## config.mk

```make
export PLATFORM = sky130hd
export DESIGN_NAME = pe_array_scheduler
export DESIGN_NICKNAME = d
export VERILOG_FILES = /design/src/rtl/pe_array_scheduler_pkg.sv /design/src/rtl/pe_drain_counter.sv /design/src/rtl/pe_array_scheduler.sv
export SDC_FILE = /design/constraint.sdc
export NUM_CORES = 1
export LEC_CHECK = 0
export ABC_AREA = 1
export CAP_MARGIN = 10
export CORE_MARGIN = 3
export CORE_UTILIZATION = 43
export CTS_BUF_LIST = sky130_fd_sc_hd__clkbuf_16
export DETAILED_ROUTE_END_ITERATION = 7
export GPL_TIMING_DRIVEN = 1
export PLACE_DENSITY = 0.75
export SLEW_MARGIN = 0
export SYNTH_ARGS = -nofsm -noshare
export SYNTH_HDL_FRONTEND = slang
export SYNTH_SLANG_ARGS = --single-unit
export TNS_END_PERCENT = 50
```

## constraint.sdc

```tcl
create_clock -name clk -period 1.5 [get_ports clk]
set_clock_uncertainty 0.05 [all_clocks]
set_input_delay 0.375 -clock clk [delete_from_list [all_inputs] [get_ports clk]]
set_output_delay 0.375 -clock clk [all_outputs]
set_load 0.05 [all_outputs]
```

## src/rtl/pe_array_scheduler_pkg.sv

```systemverilog
// Shared definitions for the PE array scheduler: array geometry defaults,
// the FSM state encoding and the segment-length clamp helper.
package pe_array_scheduler_pkg;

    localparam int PE_ARRAY_SIZE     = 8;
    localparam int PE_ARRAY_SIZE_LOG = 3;
    localparam int V_E_F_BIT         = 16;

    typedef enum logic [2:0] {
        ST_IDLE   = 3'd0,
        ST_WAIT_S = 3'd1,
        ST_LOAD_S = 3'd2,
        ST_STREAM = 3'd3,
        ST_DRAIN  = 3'd4,
        ST_DONE   = 3'd5
    } sched_state_t;

    // A segment always occupies at least one PE and never more than exist.
    function automatic int unsigned clamp_s_len(input int unsigned len,
                                                input int unsigned pe_n);
        if (len == 0)
            return 1;
        if (len > pe_n)
            return pe_n;
        return len;
    endfunction

endpackage

```

## src/rtl/pe_drain_counter.sv

```systemverilog
// Loadable down-counter that times the pipeline drain; o_tc flags the
// final drain cycle (count of 1).
module pe_drain_counter #(
    parameter int W = 4
) (
    input  logic         clk,
    input  logic         rst_n,
    input  logic         i_load,
    input  logic [W-1:0] i_load_val,
    input  logic         i_dec,
    output logic         o_tc
);

    logic [W-1:0] r_cnt;

    // Load takes priority; decrement saturates at zero.
    always_ff @(posedge clk or negedge rst_n) begin
        if (!rst_n)
            r_cnt <= '0;
        else if (i_load)
            r_cnt <= i_load_val;
        else if (i_dec && (r_cnt != '0))
            r_cnt <= r_cnt - 1'b1;
    end

    assign o_tc = (r_cnt == W'(1));

endmodule

```

## src/rtl/pe_array_scheduler.sv

```systemverilog
// Sequences the systolic PE array for one Smith-Waterman job: fetch S
// segment, load it, stream T with stalls, drain, repeat until the last
// segment, and track the running maximum cell score.
//
// state   | meaning
// --------+------------------------------------------------------
// IDLE    | waiting for i_start_calc
// WAIT_S  | waiting for the data processor to stage an S segment
// LOAD_S  | one-cycle load of S into the array
// STREAM  | feeding T elements; stalls while i_t_avail is low
// DRAIN   | pushing o_pe_len bubbles through the array
// DONE    | one-cycle completion pulse
module pe_array_scheduler
    import pe_array_scheduler_pkg::*;
#(
    parameter int PE_N   = PE_ARRAY_SIZE,
    parameter int PE_LOG = PE_ARRAY_SIZE_LOG,
    parameter int VEF_W  = V_E_F_BIT
) (
    input  logic              clk,
    input  logic              rst_n,
    input  logic              i_start_calc,
    input  logic              i_valid,
    input  logic [PE_LOG:0]   i_init_s_len,
    input  logic              i_s_last,
    output logic              o_init,
    output logic              o_update_s,
    input  logic              i_t_avail,
    input  logic              i_t_last,
    output logic              o_update_t,
    output logic              o_pe_en,
    output logic              o_pe_bubble,
    output logic [PE_LOG:0]   o_pe_len,
    input  logic              i_pe_score_valid,
    input  logic [VEF_W-1:0]  i_pe_score,
    output logic [VEF_W-1:0]  o_max_score,
    output logic              o_busy,
    output logic              o_done
);

    sched_state_t     r_state;
    sched_state_t     w_next;
    logic [PE_LOG:0]  r_pe_len;
    logic             r_seg_last;
    logic [VEF_W-1:0] r_max;
    logic [PE_LOG:0]  w_clamp_len;
    logic             w_drain_load;
    logic             w_drain_dec;
    logic             w_drain_tc;

    assign w_clamp_len = (PE_LOG+1)'(clamp_s_len(32'(i_init_s_len), PE_N));

    pe_drain_counter #(.W(PE_LOG+1)) u_drain_counter (
        .clk        (clk),
        .rst_n      (rst_n),
        .i_load     (w_drain_load),
        .i_load_val (r_pe_len),
        .i_dec      (w_drain_dec),
        .o_tc       (w_drain_tc)
    );

    // State register.
    always_ff @(posedge clk or negedge rst_n) begin
        if (!rst_n)
            r_state <= ST_IDLE;
        else
            r_state <= w_next;
    end

    // Next-state and output decode; T accept is a zero-cycle AND with i_t_avail.
    always_comb begin
        w_next       = r_state;
        o_init       = 1'b0;
        o_update_s   = 1'b0;
        o_update_t   = 1'b0;
        o_pe_en      = 1'b0;
        o_pe_bubble  = 1'b0;
        o_done       = 1'b0;
        w_drain_load = 1'b0;
        w_drain_dec  = 1'b0;
        case (r_state)
            ST_IDLE: begin
                if (i_start_calc)
                    w_next = ST_WAIT_S;
            end
            ST_WAIT_S: begin
                if (i_valid) begin
                    o_init = 1'b1;
                    w_next = ST_LOAD_S;
                end
            end
            ST_LOAD_S: begin
                o_update_s = 1'b1;
                w_next     = ST_STREAM;
            end
            ST_STREAM: begin
                o_update_t = i_t_avail;
                o_pe_en    = i_t_avail;
                if (i_t_avail && i_t_last) begin
                    w_drain_load = 1'b1;
                    w_next       = ST_DRAIN;
                end
            end
            ST_DRAIN: begin
                o_pe_en     = 1'b1;
                o_pe_bubble = 1'b1;
                w_drain_dec = 1'b1;
                if (w_drain_tc)
                    w_next = r_seg_last ? ST_DONE : ST_WAIT_S;
            end
            ST_DONE: begin
                o_done = 1'b1;
                w_next = ST_IDLE;
            end
            default: w_next = ST_IDLE;
        endcase
    end

    // Segment attributes captured on the o_init accept.
    always_ff @(posedge clk or negedge rst_n) begin
        if (!rst_n) begin
            r_pe_len   <= '0;
            r_seg_last <= 1'b0;
        end else if (o_init) begin
            r_pe_len   <= w_clamp_len;
            r_seg_last <= i_s_last;
        end
    end

    // Running max: cleared by an accepted start, updated only while busy.
    always_ff @(posedge clk or negedge rst_n) begin
        if (!rst_n)
            r_max <= '0;
        else if ((r_state == ST_IDLE) && i_start_calc)
            r_max <= '0;
        else if ((r_state != ST_IDLE) && i_pe_score_valid && (i_pe_score > r_max))
            r_max <= i_pe_score;
    end

    assign o_pe_len    = r_pe_len;
    assign o_max_score = r_max;
    assign o_busy      = (r_state != ST_IDLE);

endmodule

```

# After elaboration in Yosys (flattened, before gate mapping)
# Index checks and enable logic that the tools add are counted.
[op_classes]
n_mux = 26
n_eq_ne = 10
n_reduce_logical = 12
n_addsub = 1
n_lt_le_gt_ge = 2
[ops]
columns = ["op", "count"]
rows = [
  ["16-bit 2-to-1 mux", 2],
  ["4-bit 2-to-1 mux", 5],
  ["16-bit greater-than comparator", 1],
  ["3-bit 2-to-1 mux", 5],
  ["3-bit one-hot mux with 5 select lines", 1],
  ["1-bit 2-to-1 mux", 12],
  ["3-bit by 2-bit equality test with 1-bit output, second input constant", 2],
  ["3-bit equality test, second input constant", 2],
  ["2-bit inequality test, second input constant", 3],
  ["1-bit logical AND", 5],
  ["4-bit by 1-bit equality test with 1-bit output, second input constant", 1],
  ["4-bit greater-than comparator, second input constant", 1],
  ["4-bit logical NOT", 1],
  ["4-bit AND reduction", 1],
  ["2-bit nonzero test", 2],
  ["4-bit nonzero test", 1],
  ["4-bit by 1-bit subtractor with 4-bit output, second input constant", 1],
  ["3-bit by 1-bit equality test with 1-bit output, second input constant", 1],
  ["3-bit logical NOT", 1],
  ["3-bit nonzero test", 1],
  ["2-bit by 1-bit inequality test with 1-bit output, second input constant", 1],
  ["1-bit one-hot mux with 2 select lines", 1],
]
[word_totals]
ff_bits = 28
inputBits = 28
elab_cells = 56

# Longest topological paths before layout
# Gate-level depths: netlist (run 1).
[depth]
ltp_word = 5
depth_mapped = 15

# By module
# From an unflattened synthesis (run 1), not the netlist that was laid out.
[hier_totals]
hier_cells = 241
area_unflattened_um2 = 1839.3
[by_module_without_submodules]
columns = ["mod", "seq_area_each_um2", "instances", "area_per_inst_um2", "cells_each"]
rows = [
  ["pe_array_scheduler", 600.6, 1, 1557.7, 204],
  ["pe_drain_counter", 100.1, 1, 281.5, 37],
]

# Worst setup path before layout (run 1)
# No wires, ideal clock.
[synth_path]
path_type = "reg2out"
from = "register r_state[2]"
to = "output port o_pe_en"
path_stages_with_launch = 6
setup_slack_ps = -791
path_buffers = 0
t_arrival_ps = 1866
required_ps = 1075
cell_sequence = "dfrtp_1 > inv_2 > nand2_1 > nor2_1 > inv_1 > o21ai_0"
[synth_between]
elab_chain_len = 2
elab_cells_between_ends = 3
cone_classes = "eq/ne: 2; mux: 1"
[synth_lines]
columns = ["element", "line", "text"]
rows = [
  ["start, declared", "pe_array_scheduler.sv:41", "sched_state_t r_state;"],
  ["start signal, assigned", "pe_array_scheduler.sv:67", "r_state <= w_next;"],
  ["3-bit equality test / 3-bit by 2-bit equality test with 1-bit output (equally long branches)", "pe_array_scheduler.sv:81", "case (r_state)"],
  ["1-bit one-hot mux with 2 select lines *", "pe_array_scheduler.sv:81", ""],
  ["end, declared", "pe_array_scheduler.sv:31", "output logic o_pe_en,"],
]
# Every way passes the cells marked *; elsewhere a longest branch is shown, timed or not.

# Worst setup path in the final report (run 1)
[layout_path]
from = "register r_max[13] (netlist: o_max_score[13])"
to = "register r_max[11] (netlist: o_max_score[11])"
[layout_between]
elab_chain_len = 3
[layout_lines]
columns = ["element", "line", "text"]
rows = [
  ["start, declared", "pe_array_scheduler.sv:45", "logic [VEF_W-1:0] r_max;"],
  ["start signal, assigned", "pe_array_scheduler.sv:137", "r_max <= i_pe_score;"],
  ["16-bit greater-than comparator", "pe_array_scheduler.sv:136", "else if ((r_state != ST_IDLE) && i_pe_score_valid && (i_pe_score > r_max))"],
  ["1-bit logical AND", "pe_array_scheduler.sv:136", ""],
  ["2-bit nonzero test (no line)", "n/a", ""],
]
# No other way between the ends.
# A chain may end at the register's enable or synchronous reset.

==> impl_results.md, run 1 <==
* RD Place Congestion at 0.814
* Initial DRT Pass Iterations at 4
* Initial Util at 45.5%
* Share of layout cells above drive strength 1 at 57.6%
* Largest net degree at the start of global routing at 29
* CTS root buf: clkbuf_16
* Synth cell types at 29
* Die span in x at 71.8 um
* # setup viols final at 24
* Failing checks: setup timing
* TritonCTS Buffers at 3
* CTS H-tree lvls at 1
* Fin worst setup slack at -0.388 ns
* Worst-Margin Slew at 0.353 ns
* CP Launch Type: flop
* GRT Total Usage at 27.8%
* Initial antenna violation count at 0
* Peak supply drop at between 1000 and 1500 uV
* Initial drt markers at 95
* Clk sinks at 28
* Pwr Total at 8.16 mW
* PwrDens at 2230 nW/um^2
* Post-Syn Area at roughly 1900 um^2
* Post-DRT Antenna Nets at 0
* Die H at 71.8 um
* Fillcell total at 168
* Syn Inst Count at 233
* GRT overflow at 0
* Worst EP arrival at 2.01 ns
* Worst min path class: input pin to async pin
* Outcome: complete, but fails checks
* Clock-pin slew on the worst setup and hold paths at 0.08 ns
* Top cells by area, synth: dfrtp_1 (38%), ha_1 (12%), nand2_1 (12%), nand3_1 (7.0%), inv_1 (6.7%)
* Via Count at between 2000 and 2500
* Syn nets at 279
* Lkg Pwr at around 1.7 nW
* Final slew viol count at 0
* Worst Path Required at 1.62 ns
* Synth Register Bits at 28
* Endpoint type of the worst setup path: flop
* Drt total wl at 7640 um
* Placed Instances at between 300 and 400
* CP Class: flop to flop
* Final hold vios at 0
* Clk buf depth at 2
* Number of max-cap violations at 0
* Die area at 5150 um^2
* Area of the core at approximately 4000 um^2
* Min Tclk post-route at roughly 1.9 ns
* Crit-path cells: inv_2, ha_4, a21oi_2, o21ai_1, a21oi_4, nand2_4, buf_4, buf_12, nand3_2, nand2_1
* Number of global-route vias before repair at 2338
* Worst skew pair latency at 0.28 ns
* First-pass GRT wire length at roughly 11000 um
* RSZ-0062 raised after global routing: true
* Seq/Total Area, Yosys at between 30% and 40%
* Num ports at 55
* Nets at 377
* Slowest-stage cell, CP: dfrtp_2
* Area share of the largest cell type after synthesis at 37.7%
* Area delta synth->final at 96.8%
* CP Max Fanout at 8
* Yosys top cell by area: dfrtp_1
* Post-DP HPWL at between 3000 and 4000 um
* ANT cells at 0
* Routed vias/inst at 5.59
* Fmax at 530 MHz
* CP max stage delay at 0.42 ns
* Routed length per placed instance at 20.1 um
* Site Rows at 23
* Slew headroom at 76.3%
* I/O Buffers at 54
* Warnings from Yosys at 0
* Syn Area/Cell at 7.98 um^2
* Fin crit share at 126%
* DRC at 0
* Cell Count, Final, Fillers Out at 380
* CTS tree: yes
==> per-stage QoR <==
stage / instance area [um^2] / setup TNS (ns) / worst slack, ns / util (%) / hold WS [ns]
finish: 3660 / -7.16 / -0.388 / 89.5 / 0.438
global route: 3660 / -9.39 / -0.478 / 89.5 / 0.470
CTS: 3460 / -4.70 / -0.240 / 84.6 / 0.425
detailed placement: 3040 / -12.61 / -0.722 / 74.4 / 0.423
global placement: 3040 / -11.49 / -0.645 / 74.4 / 0.409
floorplan: 1940 / -5.68 / -0.323 / - / 0.0294
==> per-layer routing <==
| metal | GRT usage [%] | wire length, um | up-vias |
|---|---|---|---|
| met5 | 0 | 0 | - |
| met4 | 17.7 | 568 | 0 |
| met3 | 5.89 | 527 | 54 |
| met2 | 51.8 | 3960 | 124 |
| met1 | 27.6 | 2590 | 1000 |
| li1 | - | - | 947 |
==> registers in the layout (all words and copies together) (netlist names) <==
| signal | flops |
|---|---|
| o_max_score | 16 |
| o_pe_len | 4 |
| r_seg_last | 1 |
| r_state | 3 |
| u_drain_counter.r_cnt | 4 |
==> layout by cell type (no fill, tap or decap), types with 14 or more instances in the layout <==
cell type,netlist,final
buf_12,0,30
dlygate4sd2_1,0,14
buf_4,2,31
dfrtp_2,0,16
nand2_2,2,16
inv_2,4,19
nand2_1,57,36
inv_1,33,19
nand3_2,10,20
==> cell usage after synthesis <==
master    instances
nand2_1          57
inv_1            33
dfrtp_1          28
nand3_1          26
ha_1             18
nor2_1           13
nand3_2          10
a21oi_1           9
o21ai_1           5
inv_2             4
nor2_2            3
nor2_4            3
o21ai_0           3
buf_4             2
nand2_2           2
nand2_4           2
o211ai_1          2
o221ai_1          2
a21o_1            1
a31oi_1           1
buf_2             1
buf_8             1
clkinv_1          1
nand4_1           1
nor3_1            1
o21ai_2           1
or2_1             1
xnor2_1           1
xor2_1            1
==> where the power goes <==
| part | switching, mW | internal, mW |
|---|---|---|
| Sequential | 0.279 | 1.11 |
| Combinational | 3.27 | 2.68 |
| Clock | 0.295 | 0.533 |
==> layout make-up <==
class	count	area [um^2]	area share, %
Multi-Input combinational cell	164	1450	39.6
Timing Repair Buffer	96	1180	32.3
Sequential cell	28	721	19.7
Inverter	38	143	3.90
Clock buffer	3	75.1	2.05
Tap cell	50	62.6	1.71
Clock inverter	1	30.0	0.821
==> what timing repair did <==
| action | CTS | global route |
|---|---|---|
| cloned | 2 | 0 |
| gates resized for setup | 69 | 44 |
| setup endpoints to repair | 23 | 33 |
| hold buffers | 0 | 0 |
| pin swaps | 36 | 30 |
| buffers inserted | 5 | 3 |
==> critical path: cells and delay by family (launching register included) <==
kind                     cells  cell delay [ns]
adder cells (fa/ha/maj)      1             0.22
flip-flops                   1             0.42
AND/OR/NAND/NOR              3             0.23
AO/OA/AOI/OAI                3             0.50
buffers and inverters        3             0.37
==> cell families (layout without fill, tap and decap cells) <==
group | Yosys count | count (layout) | share of synthesized area (%)
buf+inv | 42 | 138 | 9.55
flops | 28 | 28 | 37.7
xor+xnor | 2 | 2 | 0.942
fa+ha+maj | 18 | 18 | 12.1
compound gates | 24 | 24 | 7.54
simple gates | 119 | 120 | 32.2
==> final timing paths <==
kind	endpoint	cells past startpoint	start	slack (ns)
hold reg to reg	r_seg_last	2	r_seg_last	0.46
max in group asynchronous	o_max_score[1]	2	rst_n	0.78
setup reg to reg	o_max_score[11]	10	o_max_score[13]	-0.39
setup / recovery	o_max_score[11]	10	o_max_score[13]	-0.39
hold / removal	o_max_score[10]	2	rst_n	0.44
min in group clk	r_seg_last	2	r_seg_last	0.46
Power figures use the tool's default switching activity.
==> run 2: changes to the inputs <==
--- a/config.mk
+++ b/config.mk
@@ -8,13 +8,14 @@
 export ABC_AREA = 1
 export CAP_MARGIN = 10
 export CORE_MARGIN = 3
-export CORE_UTILIZATION = 43
+export CORE_UTILIZATION = 47
 export CTS_BUF_LIST = sky130_fd_sc_hd__clkbuf_16
 export DETAILED_ROUTE_END_ITERATION = 7
 export GPL_TIMING_DRIVEN = 1
-export PLACE_DENSITY = 0.75
+export PLACE_DENSITY = 0.78
 export SLEW_MARGIN = 0
 export SYNTH_ARGS = -nofsm -noshare
 export SYNTH_HDL_FRONTEND = slang
+export SYNTH_HIERARCHICAL = 1
 export SYNTH_SLANG_ARGS = --single-unit
 export TNS_END_PERCENT = 50
==> constraint.sdc (replaced) <==
create_clock -name clk -period 2 [get_ports clk]
set_clock_uncertainty 0.05 [all_clocks]
set_input_delay 0.5 -clock clk [delete_from_list [all_inputs] [get_ports clk]]
set_output_delay 0.5 -clock clk [all_outputs]
set_load 0.05 [all_outputs]
==> impl_results.md, run 2 <==
* Nets at 362 (-4.0%)
* TritonCTS Buffers at 3 (unchanged)
* Warnings from Yosys at 6 (+6)
* Fmax at 483 MHz
* Number of max-cap violations at 0 (unchanged)
* Slowest-stage cell, CP: ha_1
* CP Max Fanout at 12 (+4)
* GRT overflow at 0 (unchanged)
* Ys async rst share at 100% (unchanged)
* CP Class: input pin to flop
* DRC at 0 (unchanged)
* Clk sinks at 28 (unchanged)
* Fin worst setup slack at -0.0723 ns (+0.316 ns)
* Worst-Margin Slew at 0.370 ns (+0.0164 ns)
* Lkg Pwr at 1.54 nW (-7.4%)
* Fin crit share at 104%
* Commonest non-fill, non-tap cell in the layout: nand2_1
* Post-DRT Antenna Nets at 0 (unchanged)
* PwrDens at 1560 nW/um^2 (-30%)
* Initial DRT Pass Iterations at 4 (unchanged)
* Seq/Total Area, Yosys at 38.1% (+0.41 points)
* Outcome: complete, but fails checks
* Number of global-route vias before repair at 1709 (-27%)
* Slew headroom at 75.4% (-0.94 points)
* Syn nets at 287 (+2.9%)
* Share of layout cells above drive strength 1 at 30.2% (-27 points)
* Synth Register Bits at 28 (unchanged)
* Num ports at 55 (unchanged)
* Yosys top cell by area: dfrtp_1
* Crit-path cells: dlygate4sd2_1, ha_1, nand2_1, nor2_2, nand4_1, nor2_2, nor2_4, buf_12, buf_12, nand3_1, nand2_1
* Clock-pin slew on the worst setup and hold paths at 0.07 ns (about the same)
* CP Launch Type: input pin
* Initial drt markers at 182 (+92%)
* GRT Total Usage at 20.3% (-7.5 points)
* CP max stage delay at 0.34 ns (-0.08 ns)
* # setup viols final at 16 (-33%)
* Die span in x at 68.6 um (-4.5%)
* Routed length per placed instance at 14.8 um (-27%)
* Via Count at 1913 (-10%)
* Top cells by area, synth: dfrtp_1 (38%), ha_1 (12%), nand2_1 (12%), nand3_1 (10%), inv_1 (6.7%)
* I/O Buffers at 54 (unchanged)
* RSZ-0062 raised after global routing: true
* Cell with the most instances after synthesis: nand2_1
* First-pass GRT wire length at 7340 um (-33%)
* Min Tclk post-route at 2.07 ns
* Area of the core at 3720 um^2 (-9.1%)
* Pint at 2.20 mW (-49%)
* Post-synth top cells: nand2_1 (60), nand3_1 (37), inv_1 (33), dfrtp_1 (28), ha_1 (18)
* Site Rows at 22 (-4.3%)
* Max reg flops at 16 (unchanged)
* Combinational fraction of design power at 66.5% (-6.4 points)
* CTS tree: yes
* Critical path's top delay family: simple AND/OR/NAND/NOR gates
* Die H at 68.6 um (-4.5%)
* CTS root buf: clkbuf_16
* Sw Pwr at 2.29 mW (-40%)
* Post-Syn Area at 1840 um^2 (-1.1%)
* Worst min path class: flop to flop
* Post-place setup slack at -0.302 ns (+0.420 ns)
* Peak supply drop at 894 uV (-39%)
* Most frequent cells in the layout: nand2_1 (56), buf_4 (35), inv_1 (33), nand3_1 (30), dfrtp_1 (26)
* Routed vias/inst at 5.27 (-5.8%)
* Synth cell types at 28 (-3.4%)
* Drt total wl at 5360 um (-30%)
* Clock power share at 10.2% (about the same)
* CTS H-tree lvls at 1 (unchanged)
* Largest net degree at the start of global routing at 29 (unchanged)
* Post-synth EDFFs at 0 (unchanged)
* Area delta synth->final at 56.5%
* Worst EP arrival at 2.17 ns (+0.16 ns)
* Final slew viol count at 0 (unchanged)
* Syn Area/Cell at 7.63 um^2 (-4.4%)
* Final hold vios at 0 (unchanged)
* Die area at 4700 um^2 (-8.7%)
* Worst skew pair latency at 0.26 ns (-0.02 ns)
* WHS at 0.425 ns (-0.0133 ns)
* CP Buf/Inv Count at 3 (unchanged)
* Initial antenna violation count at 0 (unchanged)
* Initial Util at 49.5% (+4.0 points)
* Area share of the largest cell type after synthesis at 38.1% (+0.41 points)
* Ys flop type: dfrtp_1
* Clk buf depth at 2 (unchanged)
* Worst Path Required at 2.10 ns (+0.48 ns)
* Power share of the sequential group at 23.3% (+6.3 points)
* RD Place Congestion at 0.794 (-2.4%)
* Failing checks: setup timing
* Net Sw Frac at 51.0% (+3.9 points)
* Endpoint type of the worst setup path: flop
* ANT cells at 0 (unchanged)
* Post-DP HPWL at 3300 um (-10%)
* Syn Inst Count at 241 (+3.4%)
==> run 2: changes by cell type in the layout (fill, tap and decap cells not counted), moves of 11 or more <==
cell / previous run / this run
dlymetal6s2s_1: 0 / 12
inv_1: 19 / 33
nand2_1: 36 / 56
buf_12: 30 / 9
nand3_2: 20 / 9
dfrtp_2: 16 / 2
dfrtp_1: 12 / 26
inv_2: 19 / 4
nand3_1: 13 / 30
==> run 2: what timing repair did <==
item | 4_1_cts | 5_1_grt
pin swaps | 8 | 17
gates resized for setup | 10 | 35
hold buffers | 0 | 0
endpoints found under the setup margin | 16 | 18
gates cloned | 0 | 1
hold endpoints to repair | 0 | 0
buffers inserted | 0 | 4
==> run 2: cell type report <==
| type | count | area, um^2 |
|---|---|---|
| well taps | 48 | 60.1 |
| multi-input cells | 173 | 1140 |
| clock inverters | 1 | 3.75 |
| inverters | 37 | 139 |
| flip-flops and latches | 28 | 703 |
| fillers | 252 | 838 |
| repair buffers | 73 | 761 |
| clock buffers | 3 | 75.1 |
==> run 2: per-layer routing <==
layer | share of wire, % | global-route usage, %
met1 | 39 | 23.6
met3 | 6.8 | 3.40
met5 | 0 | 0
met2 | 51 | 37.2
met4 | 3.3 | 6.95
==> run 2: tightest hold or removal path, delay by kind of cell, from the launching register on <==
family,cells,cell delay [ns]
flip-flops,1,0.35
AND/OR/NAND/NOR,2,0.09
==> run 2: worst paths after layout <==
| path | from | end | slack, ns | cells after the start |
|---|---|---|---|---|
| worst max-delay path | i_pe_score[7] | o_max_score[12] | -0.07 | 11 |
| worst min-delay path | r_seg_last | r_seg_last | 0.43 | 2 |
| worst max register to register | o_max_score[7] | o_max_score[12] | 0 | 11 |
| worst min register to register | r_seg_last | r_seg_last | 0.43 | 2 |
| max in group asynchronous | rst_n | r_state[0] | 1.03 | 2 |
| min in group asynchronous | rst_n | o_max_score[15] | 0.57 | 2 |
==> run 2: cells by family after synthesis <==
logic type,synth area share (%)
AO/OA/AOI/OAI,6.12
XOR/XNOR,0.476
adder cells (fa/ha/maj),12.2
AND/OR/NAND/NOR,34.0
flip-flops,38.1
buffers and inverters,9.05
==> run 2: power groups by stage <==
stage / Sequential (mW) / Combinational, mW / Clock (mW)
after floorplan: 1.56 / 1.20 / 0
after global placement: 1.03 / 2.58 / 0
after detailed placement: 1.04 / 2.62 / 0
after CTS: 1.03 / 2.67 / 0.469
after global routing: 1.08 / 3.20 / 0.486
final: 1.05 / 2.99 / 0.456
==> run 2: stage by stage <==
stage / setup TNS, ns / util (%) / power, mW / instance area (um^2) / cells
after floorplan: -0.106 / - / 2.76 / 1850 / 241
after global placement: -4.53 / 69.1 / 3.61 / 2570 / 354
after detailed placement: -4.62 / 69.1 / 3.66 / 2570 / 354
after CTS: 0 / 71.7 / 4.17 / 2670 / 358
after global routing: -1.31 / 77.4 / 4.77 / 2880 / 363
final: -0.578 / 77.4 / 4.49 / 2880 / 363
==> run 3: changes to the inputs <==
--- a/config.mk
+++ b/config.mk
@@ -13,9 +13,9 @@
 export DETAILED_ROUTE_END_ITERATION = 7
 export GPL_TIMING_DRIVEN = 1
 export PLACE_DENSITY = 0.78
+export SETUP_SLACK_MARGIN = 0.1
 export SLEW_MARGIN = 0
 export SYNTH_ARGS = -nofsm -noshare
 export SYNTH_HDL_FRONTEND = slang
-export SYNTH_HIERARCHICAL = 1
 export SYNTH_SLANG_ARGS = --single-unit
 export TNS_END_PERCENT = 50
==> impl_results.md, run 3 (synthesis gave the netlist of run 1 again) <==
* Net Sw Frac at 50.4% (-0.60 points)
* DRC at 0 (unchanged)
* Post-DP HPWL at 3310 um (+0.18%)
* Worst EP arrival at 1.39 ns (-0.78 ns)
* Crit-path cells: nor2_2, nand2_1, inv_2, buf_12
* Finished Cell Area at 3030 um^2 (+5.3%)
* ANT cells at 0 (unchanged)
* Nets at 358 (-1.1%)
* Area delta synth->final at 63.0%
* Die H at 68.9 um (+0.50%)
* Clock power share at 9.7% (-0.5 points)
* Routed length per placed instance at 16.8 um (+14%)
* CP Buf/Inv Count at 2 (-1)
* TritonCTS Buffers at 3 (unchanged)
* Clk sinks at 28 (unchanged)
* Pint at 2.43 mW (+10%)
* Sw Pwr at 2.46 mW (+7.7%)
* Peak supply drop at 957 uV (+7.1%)
* RSZ-0062 raised after global routing: true
* Cell Count, Final, Fillers Out at 359 (-1.1%)
* Final hold vios at 0 (unchanged)
* CP max stage delay at 0.46 ns (+0.12 ns)
* Initial drt markers at 155 (-15%)
* Cts hold-fix bufs at 0 (unchanged)
* Critical path's top delay family: flip-flops
* Commonest non-fill, non-tap cell in the layout: nand2_1
* Drt total wl at 6030 um (+13%)
* Most frequent cells in the layout: nand2_1 (46), buf_4 (37), inv_1 (25), nand3_1 (22), dfrtp_2 (15)
* Lkg Pwr at 1.44 nW (-6.5%)
* Routed vias/inst at 5.37 (+1.9%)
* CP Class: flop to primary output
* Seq. cell area at 719 um^2 (+2.3%)
* CP Max Fanout at 5 (-7)
* Pwr Total at 4.90 mW (+9.0%)
* Slowest-stage cell, CP: dfrtp_2
* Power share of the sequential group at 21.5% (-1.8 points)
* Initial Util at 49.7% (+0.17 points)
* RD Place Congestion at 0.821 (+3.4%)
* Die span in x at 68.9 um (+0.50%)
* Outcome: finished clean
* CTS root buf: clkbuf_16
* Fillcell total at 227 (-9.9%)
* Num ports at 55 (unchanged)
* Clock-pin slew on the worst setup and hold paths at 0.07 ns (about the same)
* Area of the core at 3740 um^2 (+0.74%)
* Hold path depth at 3 (+1)
* Number of global-route vias before repair at 1932 (+13%)
* Via Count at 1928 (+0.78%)
* Dpl cell area at 2540 um^2 (-1.1%)
* Largest net degree at the start of global routing at 29 (unchanged)
* GRT Total Usage at 24.0% (+3.7 points)
* Fin crit share at 97.2% (-6.5 points)
* Max reg flops at 16 (unchanged)
* Worst Path Required at 1.45 ns (-0.65 ns)
* # setup viols final at 0 (-16)
* Combinational fraction of design power at 68.8% (+2.3 points)
* Fmax at 515 MHz (+6.7%)
* Post-DRT Antenna Nets at 0 (unchanged)
* CP Launch Type: flop
* Slew headroom at 75.1% (-0.29 points)
* Site Rows at 22 (unchanged)
* Multi-input logic area at 1290 um^2 (+13%)
* Initial antenna violation count at 0 (unchanged)
* Worst min path class: input pin to flop
* PwrDens at 1620 nW/um^2 (+3.5%)
* CTS tree: yes
* Initial DRT Pass Iterations at 4 (unchanged)
* Clk buf depth at 2 (unchanged)
* Final slew viol count at 0 (unchanged)
* CTS H-tree lvls at 1 (unchanged)
* Number of max-cap violations at 0 (unchanged)
* I/O Buffers at 54 (unchanged)
* Endpoint type of the worst setup path: primary output
* Die area at 4750 um^2 (+0.99%)
* GRT overflow at 0 (unchanged)
* WP depth at 4 (-7)
* Worst-Margin Slew at 0.374 ns (+0.00431 ns)
* Placed Instances at 342 (-3.4%)
* Share of layout cells above drive strength 1 at 47.3% (+17 points)
* First-pass GRT wire length at 8470 um (+15%)
* R2R cell count at 13 (+2)
* Worst skew pair latency at 0.27 ns (about the same)
* Min Tclk post-route at 1.94 ns (-0.129 ns)
-- run 3: cell count changes in the layout (fill, tap and decap cells not counted), moves of 7 or more --
cell,previous run,this run
clkbuf_2,0,7
nand2_1,56,46
dlymetal6s2s_1,12,0
inv_1,33,25
nand3_1,30,22
dfrtp_1,26,13
inv_2,4,12
dfrtp_2,2,15
-- run 3: what timing repair did --
action,in CTS,in global routing
cloned,2,0
endpoints found under the setup margin,19,20
gates resized for setup,37,65
pin swaps,21,26
buffers inserted,6,5
-- run 3: path summary, 6_finish.rpt --
| check | start | to | slack [ns] |
|---|---|---|---|
| setup / recovery | r_state[1] | o_pe_bubble | 0.06 |
| hold / removal | i_pe_score[2] | o_max_score[2] | 0.42 |
| setup reg to reg | o_max_score[1] | o_max_score[12] | 0.08 |
| hold reg to reg | r_seg_last | r_seg_last | 0.44 |
| max in group asynchronous | rst_n | o_max_score[12] | 1.02 |
| min in group asynchronous | rst_n | r_seg_last | 0.58 |
-- run 3: stage by stage --
stage / hold WS [ns] / setup WS, ns / util (%) / setup TNS (ns)
floorplan: 0.154 / -0.0458 / - / -0.0458
global placement: 0.410 / -0.249 / 67.8 / -3.77
detailed placement: 0.418 / -0.303 / 67.8 / -4.42
CTS: 0.435 / 0.0553 / 74.9 / 0
global route: 0.435 / 0.000830 / 80.9 / 0
finish: 0.425 / 0.0570 / 80.9 / 0
-- run 3: layer usage --
metal / up-vias / wire, um / GRT usage [%] / part of all wire, %
met1: 903 / 2210 / 26.2 / 37
met5: - / 0 / 0 / 0
met4: 0 / 225 / 12.2 / 3.7
met3: 22 / 492 / 6.00 / 8.2
met2: 92 / 3100 / 42.6 / 51
li1: 911 / - / - / -
-- run 3: final cells by class --
class,instances,share of cell area [%]
Sequential cell,28,23.7
Clock buffer,3,2.48
Timing Repair Buffer,77,24.4
Clock inverter,1,0.124
Multi-Input combinational cell,164,42.5
Inverter,38,4.79
Tap cell,48,1.98
-- run 3: power by group through the flow --
| stage | clock [mW] | sequential [mW] | combinational [mW] |
|---|---|---|---|
| 2_1_floorplan | 0 | 1.57 | 1.21 |
| 3_3_place_gp | 0 | 1.03 | 2.49 |
| 3_5_place_dp | 0 | 1.05 | 2.54 |
| 4_1_cts | 0.468 | 1.04 | 2.87 |
| 5_1_grt | 0.487 | 1.09 | 3.59 |
| 6_report | 0.472 | 1.05 | 3.37 |
-- run 3: worst reg2reg max path, delay by kind of cell (launching register included) --
kind / cells / cell delay (ns)
AND/OR/NAND/NOR: 10 / 0.73
flip-flops: 1 / 0.45
buffers and inverters: 2 / 0.37
adder cells (fa/ha/maj): 1 / 0.21
